==> src/rtl/uart_pkg.sv <==
// Shared definitions for the UART receive path: FSM state encoding,
// parity mode encodings and small sizing/parity helpers.
package uart_pkg;

  // Receiver FSM states.
  typedef enum logic [2:0] {
    ST_IDLE   = 3'd0,
    ST_START  = 3'd1,
    ST_DATA   = 3'd2,
    ST_PARITY = 3'd3,
    ST_STOP   = 3'd4,
    ST_BREAK  = 3'd5
  } state_e;

  // Parity mode encodings for the PARITY parameter.
  localparam int PAR_NONE = 0;
  localparam int PAR_EVEN = 1;
  localparam int PAR_ODD  = 2;

  // Widest supported data word; parity helper operates on this width.
  localparam int MAX_DATA_BITS = 9;

  // Width of a counter that must be able to hold the value data_bits.
  function automatic int bit_cnt_width(input int data_bits);
    return $clog2(data_bits + 1);
  endfunction

  // Returns 1 when the received parity bit disagrees with the data word.
  // Unused upper data bits must be zero. odd_mode selects odd parity.
  function automatic logic parity_mismatch(
    input logic [MAX_DATA_BITS-1:0] data,
    input logic                     rx_bit,
    input logic                     odd_mode
  );
    return rx_bit ^ (^data) ^ odd_mode;
  endfunction

endpackage

==> src/rtl/uart_rx_sync.sv <==
// Two-flop synchroniser for the asynchronous rx pin followed by a
// falling-edge detector. All flops reset high so leaving reset can never
// look like a start edge.
module uart_rx_sync (
  input  logic clk,
  input  logic rst_n,
  input  logic i_rx,
  output logic o_rx_sync,
  output logic o_fall
);

  logic r_meta;
  logic r_sync;
  logic r_prev;

  // Synchronise the pin and keep one cycle of history for edge detection.
  always_ff @(posedge clk) begin
    if (!rst_n) begin
      r_meta <= 1'b1;
      r_sync <= 1'b1;
      r_prev <= 1'b1;
    end else begin
      r_meta <= i_rx;
      r_sync <= r_meta;
      r_prev <= r_sync;
    end
  end

  assign o_rx_sync = r_sync;
  assign o_fall    = r_prev & ~r_sync;

endmodule

==> src/rtl/uart_rx_fsm.sv <==
// Bit-level UART receiver. Re-phases the external baud counter on each
// start edge via o_load, then samples start, data (LSB first), optional
// parity and stop bits on i_tick, and emits a one-cycle result strobe
// with frame and parity error flags.
module uart_rx_fsm
  import uart_pkg::*;
#(
  parameter int DATA_BITS = 8,
  parameter int PARITY    = 0
) (
  input  logic                 clk,
  input  logic                 rst_n,
  input  logic                 i_rx,
  input  logic                 i_tick,
  output logic                 o_load,
  output logic [DATA_BITS-1:0] o_data,
  output logic                 o_valid,
  output logic                 o_frame_err,
  output logic                 o_parity_err,
  output logic                 o_busy
);

  localparam int             CW       = bit_cnt_width(DATA_BITS);
  localparam logic [CW-1:0]  CNT_LAST = CW'(DATA_BITS - 1);
  localparam logic [CW-1:0]  CNT_FULL = CW'(DATA_BITS);
  localparam logic [CW-1:0]  CNT_ONE  = CW'(1);
  localparam logic           ODD_MODE = (PARITY == PAR_ODD) ? 1'b1 : 1'b0;

  // Synchroniser outputs.
  logic w_rx_sync;
  logic w_fall;

  // FSM state and control strobes.
  state_e r_state;
  state_e w_state_nxt;
  logic   w_tick;
  logic   w_load_set;
  logic   w_cnt_clr;
  logic   w_shift_en;
  logic   w_par_latch;
  logic   w_valid_set;

  // Datapath registers.
  logic [CW-1:0]            r_cnt;
  logic [DATA_BITS-1:0]     r_shift;
  logic                     r_par_err;
  logic [MAX_DATA_BITS-1:0] w_par_data;

  // Registered outputs.
  logic                 r_load;
  logic [DATA_BITS-1:0] r_data;
  logic                 r_valid;
  logic                 r_frame_err;
  logic                 r_parity_err;
  logic                 r_busy;

  uart_rx_sync u_sync (
    .clk       (clk),
    .rst_n     (rst_n),
    .i_rx      (i_rx),
    .o_rx_sync (w_rx_sync),
    .o_fall    (w_fall)
  );

  // A tick coinciding with the load pulse belongs to the old baud phase.
  assign w_tick = i_tick & ~r_load;

  // Next-state and control decode for the receive sequence.
  always_comb begin
    w_state_nxt = r_state;
    w_load_set  = 1'b0;
    w_cnt_clr   = 1'b0;
    w_shift_en  = 1'b0;
    w_par_latch = 1'b0;
    w_valid_set = 1'b0;
    case (r_state)
      ST_IDLE: begin
        if (w_fall) begin
          w_state_nxt = ST_START;
          w_load_set  = 1'b1;
          w_cnt_clr   = 1'b1;
        end else begin
          w_state_nxt = ST_IDLE;
        end
      end
      ST_START: begin
        if (w_tick) begin
          if (w_rx_sync) begin
            w_state_nxt = ST_IDLE;
          end else begin
            w_state_nxt = ST_DATA;
          end
        end else begin
          w_state_nxt = ST_START;
        end
      end
      ST_DATA: begin
        if (w_tick) begin
          w_shift_en = 1'b1;
          if (r_cnt == CNT_LAST) begin
            w_state_nxt = (PARITY != PAR_NONE) ? ST_PARITY : ST_STOP;
          end else begin
            w_state_nxt = ST_DATA;
          end
        end else begin
          w_state_nxt = ST_DATA;
        end
      end
      ST_PARITY: begin
        if (w_tick) begin
          w_par_latch = 1'b1;
          w_state_nxt = ST_STOP;
        end else begin
          w_state_nxt = ST_PARITY;
        end
      end
      ST_STOP: begin
        if (w_tick) begin
          w_valid_set = 1'b1;
          if (w_rx_sync) begin
            w_state_nxt = ST_IDLE;
          end else begin
            w_state_nxt = ST_BREAK;
          end
        end else begin
          w_state_nxt = ST_STOP;
        end
      end
      ST_BREAK: begin
        // Line held low: no edge detection until it returns high.
        if (w_rx_sync) begin
          w_state_nxt = ST_IDLE;
        end else begin
          w_state_nxt = ST_BREAK;
        end
      end
      default: begin
        w_state_nxt = ST_IDLE;
      end
    endcase
  end

  // Zero-extend the received word for the parity helper.
  always_comb begin
    w_par_data                = '0;
    w_par_data[DATA_BITS-1:0] = r_shift;
  end

  // FSM state register.
  always_ff @(posedge clk) begin
    if (!rst_n) begin
      r_state <= ST_IDLE;
    end else begin
      r_state <= w_state_nxt;
    end
  end

  // Bit counter: cleared on start edge, saturates at DATA_BITS.
  always_ff @(posedge clk) begin
    if (!rst_n) begin
      r_cnt <= '0;
    end else if (w_cnt_clr) begin
      r_cnt <= '0;
    end else if (w_shift_en && (r_cnt != CNT_FULL)) begin
      r_cnt <= r_cnt + CNT_ONE;
    end
  end

  // Shift register: LSB arrives first, so new bits enter at the MSB.
  always_ff @(posedge clk) begin
    if (!rst_n) begin
      r_shift <= '0;
    end else if (w_shift_en) begin
      r_shift <= {w_rx_sync, r_shift[DATA_BITS-1:1]};
    end
  end

  // Latched parity mismatch for the current frame; stays 0 with no parity.
  always_ff @(posedge clk) begin
    if (!rst_n) begin
      r_par_err <= 1'b0;
    end else if (w_cnt_clr) begin
      r_par_err <= 1'b0;
    end else if (w_par_latch) begin
      r_par_err <= parity_mismatch(w_par_data, w_rx_sync, ODD_MODE);
    end
  end

  // One-cycle strobes and the busy flag, all registered.
  always_ff @(posedge clk) begin
    if (!rst_n) begin
      r_load  <= 1'b0;
      r_valid <= 1'b0;
      r_busy  <= 1'b0;
    end else begin
      r_load  <= w_load_set;
      r_valid <= w_valid_set;
      r_busy  <= (w_state_nxt != ST_IDLE);
    end
  end

  // Result word and error flags, updated only on frame completion.
  always_ff @(posedge clk) begin
    if (!rst_n) begin
      r_data       <= '0;
      r_frame_err  <= 1'b0;
      r_parity_err <= 1'b0;
    end else if (w_valid_set) begin
      r_data       <= r_shift;
      r_frame_err  <= ~w_rx_sync;
      r_parity_err <= r_par_err;
    end
  end

  assign o_load       = r_load;
  assign o_data       = r_data;
  assign o_valid      = r_valid;
  assign o_frame_err  = r_frame_err;
  assign o_parity_err = r_parity_err;
  assign o_busy       = r_busy;

endmodule

==> config.mk <==
export PLATFORM = sky130hd
export DESIGN_NAME = uart_rx_fsm
export DESIGN_NICKNAME = d
export VERILOG_FILES = /design/src/rtl/uart_pkg.sv /design/src/rtl/uart_rx_sync.sv /design/src/rtl/uart_rx_fsm.sv
export SDC_FILE = /design/constraint.sdc
export NUM_CORES = 1
export LEC_CHECK = 0
export CAP_MARGIN = 20
export CORE_AREA = 2 2 55 57
export DETAILED_ROUTE_END_ITERATION = 12
export DIE_AREA = 0 0 57 59
export GPL_ROUTABILITY_DRIVEN = 0
export GPL_TIMING_DRIVEN = 0
export PLACE_DENSITY = 0.8
export SLEW_MARGIN = 10
export SYNTH_ARGS = -nofsm -noshare
export SYNTH_HDL_FRONTEND = slang
export SYNTH_SLANG_ARGS = --single-unit
==> constraint.sdc <==
create_clock -name clk -period 2.1 [get_ports clk]
set_clock_uncertainty 0.15 [all_clocks]
set_input_delay 0.315 -clock clk [delete_from_list [all_inputs] [get_ports clk]]
set_output_delay 0.315 -clock clk [all_outputs]
set_load 0.05 [all_outputs]
# After elaboration in Yosys (flattened, before gate mapping)

Index checks and enable logic that the tools add are counted.

$add $sub $neg: 1
Eq/ne operators: 7
Multiplexer cells: 15
Bitwise logic cells: 6
Reduce and logical (&&, ||, !) cells: 5

Operator list:

| cell                                                                  | number |
|---|---|
| 3-bit 2-to-1 mux                                                      | 6 |
| 3-bit one-hot mux with 6 select lines                                 | 1 |
| 9-bit XOR reduction                                                   | 1 |
| 1-bit 2-to-1 mux                                                      | 7 |
| 3-bit by 2-bit equality test with 1-bit output, second input constant | 2 |
| 3-bit equality test, second input constant                            | 2 |
| 4-bit by 1-bit adder with 4-bit output, second input constant         | 1 |
| 4-bit by 3-bit equality test with 1-bit output, second input constant | 1 |
| 4-bit != test, second input constant                                  | 1 |
| 3-bit by 1-bit equality test with 1-bit output, second input constant | 1 |
| 3-bit zero test                                                       | 1 |
| 1-bit inverter                                                        | 3 |
| 3-bit nonzero test                                                    | 1 |
| 1-bit AND                                                             | 2 |
| 2-bit 2-to-1 mux                                                      | 1 |
| 2-bit OR reduction                                                    | 1 |
| 1-bit logical AND                                                     | 1 |
| 1-bit bitwise XOR                                                     | 1 |

Bits in registers: 32
Output and inout bits: 13
Word-level logic and storage cells: 47

# Logic depth before layout (Yosys ltp)

Depth in word-level cells: 5
Depth in mapped cells: 6

# Cells and area by module

Synthesis repeated with hierarchy kept, for this count alone.

Cells, all modules: 142
Area total of the unflattened synthesis: 1418.9 um^2

By module, submodules not included:

| module       | times used | cells an instance | area an instance (um^2) | sequential area each (um^2) |
|---|---|---|---|---|
| uart_rx_fsm  | 1          | 135               | 1333.8                  | 580.6 |
| uart_rx_sync | 1          | 7                 | 85.1                    | 60.1 |

# Least setup slack after synthesis

No wires, ideal clock.

Path type: reg-to-reg
From: register r_load, in the netlist o_load
To: register r_data[1], in the netlist o_data[1]
Library setup time: 0.128 ns
Arrival: 1.478 ns
Required time: 1.822 ns
Setup slack: 0.344 ns
Cell stages (with the launch flop): 6
Cells stage by stage: dfxtp_1 -> nand2b_2 -> nor4b_4 -> buf_6 -> mux2i_1 -> nor2_1

Word-level cells in the longest chain between the ends: 4

RTL lines:

| element                  | RTL line           | text |
|---|---|---|
| start: declaration       | uart_rx_fsm.sv:50  | `logic r_load;` |
| start signal: assignment | uart_rx_fsm.sv:196 | `r_load <= w_load_set;` |
| 1-bit inverter           | uart_rx_fsm.sv:66  | `assign w_tick = i_tick & ~r_load;` |
| 1-bit AND                | uart_rx_fsm.sv:66  |  |
| 1-bit 2-to-1 mux         | uart_rx_fsm.sv:118 | `if (w_tick) begin` |
| 1-bit 2-to-1 mux         | uart_rx_fsm.sv:76  | `case (r_state)` |
| end signal: assignment   | uart_rx_fsm.sv:209 | `r_data <= r_shift;` |
| end: declaration         | uart_rx_fsm.sv:51  | `logic [DATA_BITS-1:0] r_data;` |

Every way passes these cells.
A chain may end at the register's enable or synchronous reset.

# Final worst setup path

From: register r_load, in the netlist o_load
To: output o_load

RTL lines:

| element          | RTL line          | text |
|---|---|---|
| end: declaration | uart_rx_fsm.sv:15 | `output logic o_load,` |

No word-level cell between the ends.

==> summary.md <==
| Metric | Value |
|---|---|
| Status | finished, final reports clean |
| CP max stage cell | clkdlybuf4s50_1 |
| Fillers | 238 |
| Ant. Diodes | 0 |
| Worst skew pair latency | 0.34 ns |
| Crit path time final | 1.98 ns |
| Post-synth ARST share | 0% |
| Clock-pin slew on the worst setup and hold paths | 0.09 ns |
| Cell Area, Synth | 0.00143 mm² |
| Critical Path AT | 1.52 ns |
| Commonest non-fill, non-tap cell in the layout | dfxtp_1 |
| DP HPWL | 1920 µm |
| Initial Util | 52.6% |
| Htree depth | 2 |
| Pin count of the biggest net entering global routing | 11 |
| Worst VDD drop | 0.471 mV |
| Yosys top cell by area | dfxtp_1 |
| Util after Layout | 63.5% |
| Post-synth EDFFs | 0 |
| Initial DRC count | 27 |
| Crit path capture type | output pin |
| WP buf/inv | 1 |
| Dominant synthesized flop cell | dfxtp_1 |
| Port buffer count | 16 |
| DP Cell Count | 194 |
| CTS tree | done |
| Site Rows | 19 |
| DP Area | 0.00163 mm² |
| Highest-count cells in the layout ignoring fill and taps | 32 x dfxtp_1, 16 x clkdlybuf4s50_1, 13 x nor2_1, 13 x a21oi_1, 13 x o21ai_0 |
| Max_slew headroom | 66.7% |
| Max_cap viols | 0 |
| Final hold vios | 0 |
| Biggest cell delay along the critical path | 0.81 ns |
| Gr ovfl total | 0 |
| Pleak | 0.616 nW |
| RSZ-0062 raised after global routing | false |
| Post-CTS Setup Bufs | 0 |
| Final period util | 94.4% |
| CTS Hold Buffers Added | 0 |
| Critical path's top delay family | buffers and inverters |
| Worst path required time | 1.63 ns |
| Antenna Nets Post-Route | 0 |
| Clk sink count | 32 |
| Tightest Pin Transition | 0.498 ns |
| Via density | 5.53 |
| Post-synthesis sequential area ratio | 44.9% |
| Yosys warning count | 0 |
| Fmax | 504 MHz |
| Syn Nets | 153 |
| DRT Wirelength | 2640 µm |
| Design area | 0.00172 mm² |
| Distinct cells, synth | 38 |
| Die Span X | 57 µm |
| Syn Inst Count | 147 |
| # DRC | 0 |
| Die Ht | 59 µm |
| FF+latch count, synth | 32 |
| Inserted Clock Buffers | 5 |
| Critical path cell sequence | clkdlybuf4s50_1 |
| Top post-synthesis cells by area | dfxtp_1 45%, mux2i_1 8.4%, a21oi_1 4.6%, o21ai_0 4.6%, nor2_1 3.4% |
| Tightest Hold Check Type | reg2reg |
| Finish-stage setup viols | 0 |
| First-pass GRT wire length | 4530 µm |
| Core area | 0.00271 mm² |
| Synthesis-to-layout area growth | 20.6% |
| Cell Pwr Density | 690 mW/mm² |
| CP startpoint kind | register |
| Clock root cell | clkbuf_4 |
| Post-synth top area share | 44.9% |
| WL per Instance | 13.1 µm |
| Total GRT Usage | 17.8% |
| CP max FO | 4 |
| Pins over their slew limit | 0 |
| Layout Nets | 176 |
| Initial antenna violation count | 0 |
| Avg Cell Area, Syn | 9.70 µm² |
| Clock Tree Buf Depth | 2 |
| Setup CP Type | reg2out |
| Layout cells sized above 1 | 11.1% |
| Non-filler cells, final | 202 |
| Io pins | 17 |
| Vias in the first global route | 1,059 |
| Vias | 1,117 |
| Cts repair resizes | 0 |
| Final TNS setup | 0 ns |
| Die Area | 0.00336 mm² |
| Pre-Repair DR Iteration Count | 7 |
==> stage by stage <==
| stage | total power [mW] | hold WS (ns) | setup slack [ns] |
|---|---|---|---|
| 3_3_place_gp | 0.679 | 0.242 | 0.0563 |
| 6_report | 1.19 | 0.262 | 0.117 |
| 5_1_grt | 1.23 | 0.293 | 0.0680 |
| 4_1_cts | 1.20 | 0.266 | 0.102 |
| 2_1_floorplan | 0.661 | 0.236 | 0.344 |
| 3_5_place_dp | 0.680 | 0.243 | 0.00520 |
==> registers in the layout (all words and copies together) (netlist names), 3 cells and up <==
signal	cells
o_data	8
r_cnt	4
r_shift	8
r_state	3
==> where the power goes <==
group / internal, mW / switching, mW / leakage, nW / total (mW)
logic: 0.0193 / 0.0345 / 0.306 / 0.0538
clock network: 0.316 / 0.205 / 0.0515 / 0.521
registers: 0.611 / 0.00138 / 0.259 / 0.612
==> per-layer routing <==
metal	global-route usage [%]	routed length, µm	vias to the layer above
li1	-	-	550
met1	19.4	1190	533
met2	30.5	1300	26
met3	3.93	81	8
met4	13.0	66	0
met5	0	0	-
==> kinds of logic (layout without fill, tap and decap cells) <==
| group | Yosys count | after routing | synth area share (%) |
|---|---|---|---|
| compound gates | 33 | 33 | 13.9 |
| xor+xnor | 7 | 7 | 6.32 |
| fa+ha+maj | 2 | 2 | 1.75 |
| buf+inv | 15 | 39 | 5.26 |
| flops | 32 | 32 | 44.9 |
| mux | 12 | 12 | 8.42 |
| simple gates | 46 | 46 | 19.4 |
==> cell usage after synthesis, types with 2 or more instances <==
cell / n
xnor2_1: 4
a21oi_1: 13
buf_6: 2
nand2_1: 10
ha_1: 2
dfxtp_1: 32
nor2_1: 13
inv_1: 6
nor3_1: 2
clkbuf_1: 4
o21ai_0: 13
nor2_2: 2
mux2i_1: 12
nand2b_1: 3
buf_2: 3
nand3_1: 3
and2_1: 2
==> final cells by class <==
class	instances	area [µm²]	share of cell area (%)
multi-input cells	100	711	41.3
flip-flops and latches	32	641	37.2
clock inverters	1	30.0	1.75
well taps	31	38.8	2.25
plain buffers	9	52.6	3.05
inverters	6	22.5	1.31
repair buffers	16	160	9.31
clock buffers	7	65.1	3.78
==> worst paths after layout <==
path | from | endpoint | slack (ns) | cells past startpoint
max | o_load | o_load | 0.12 | 1
min | u_sync.r_meta | u_sync.o_rx_sync | 0.26 | 1
max reg2reg | o_load | o_data[2] | 0.47 | 5
min reg2reg | u_sync.r_meta | u_sync.o_rx_sync | 0.26 | 1
No activity file was read; power rests on OpenSTA's default activity.
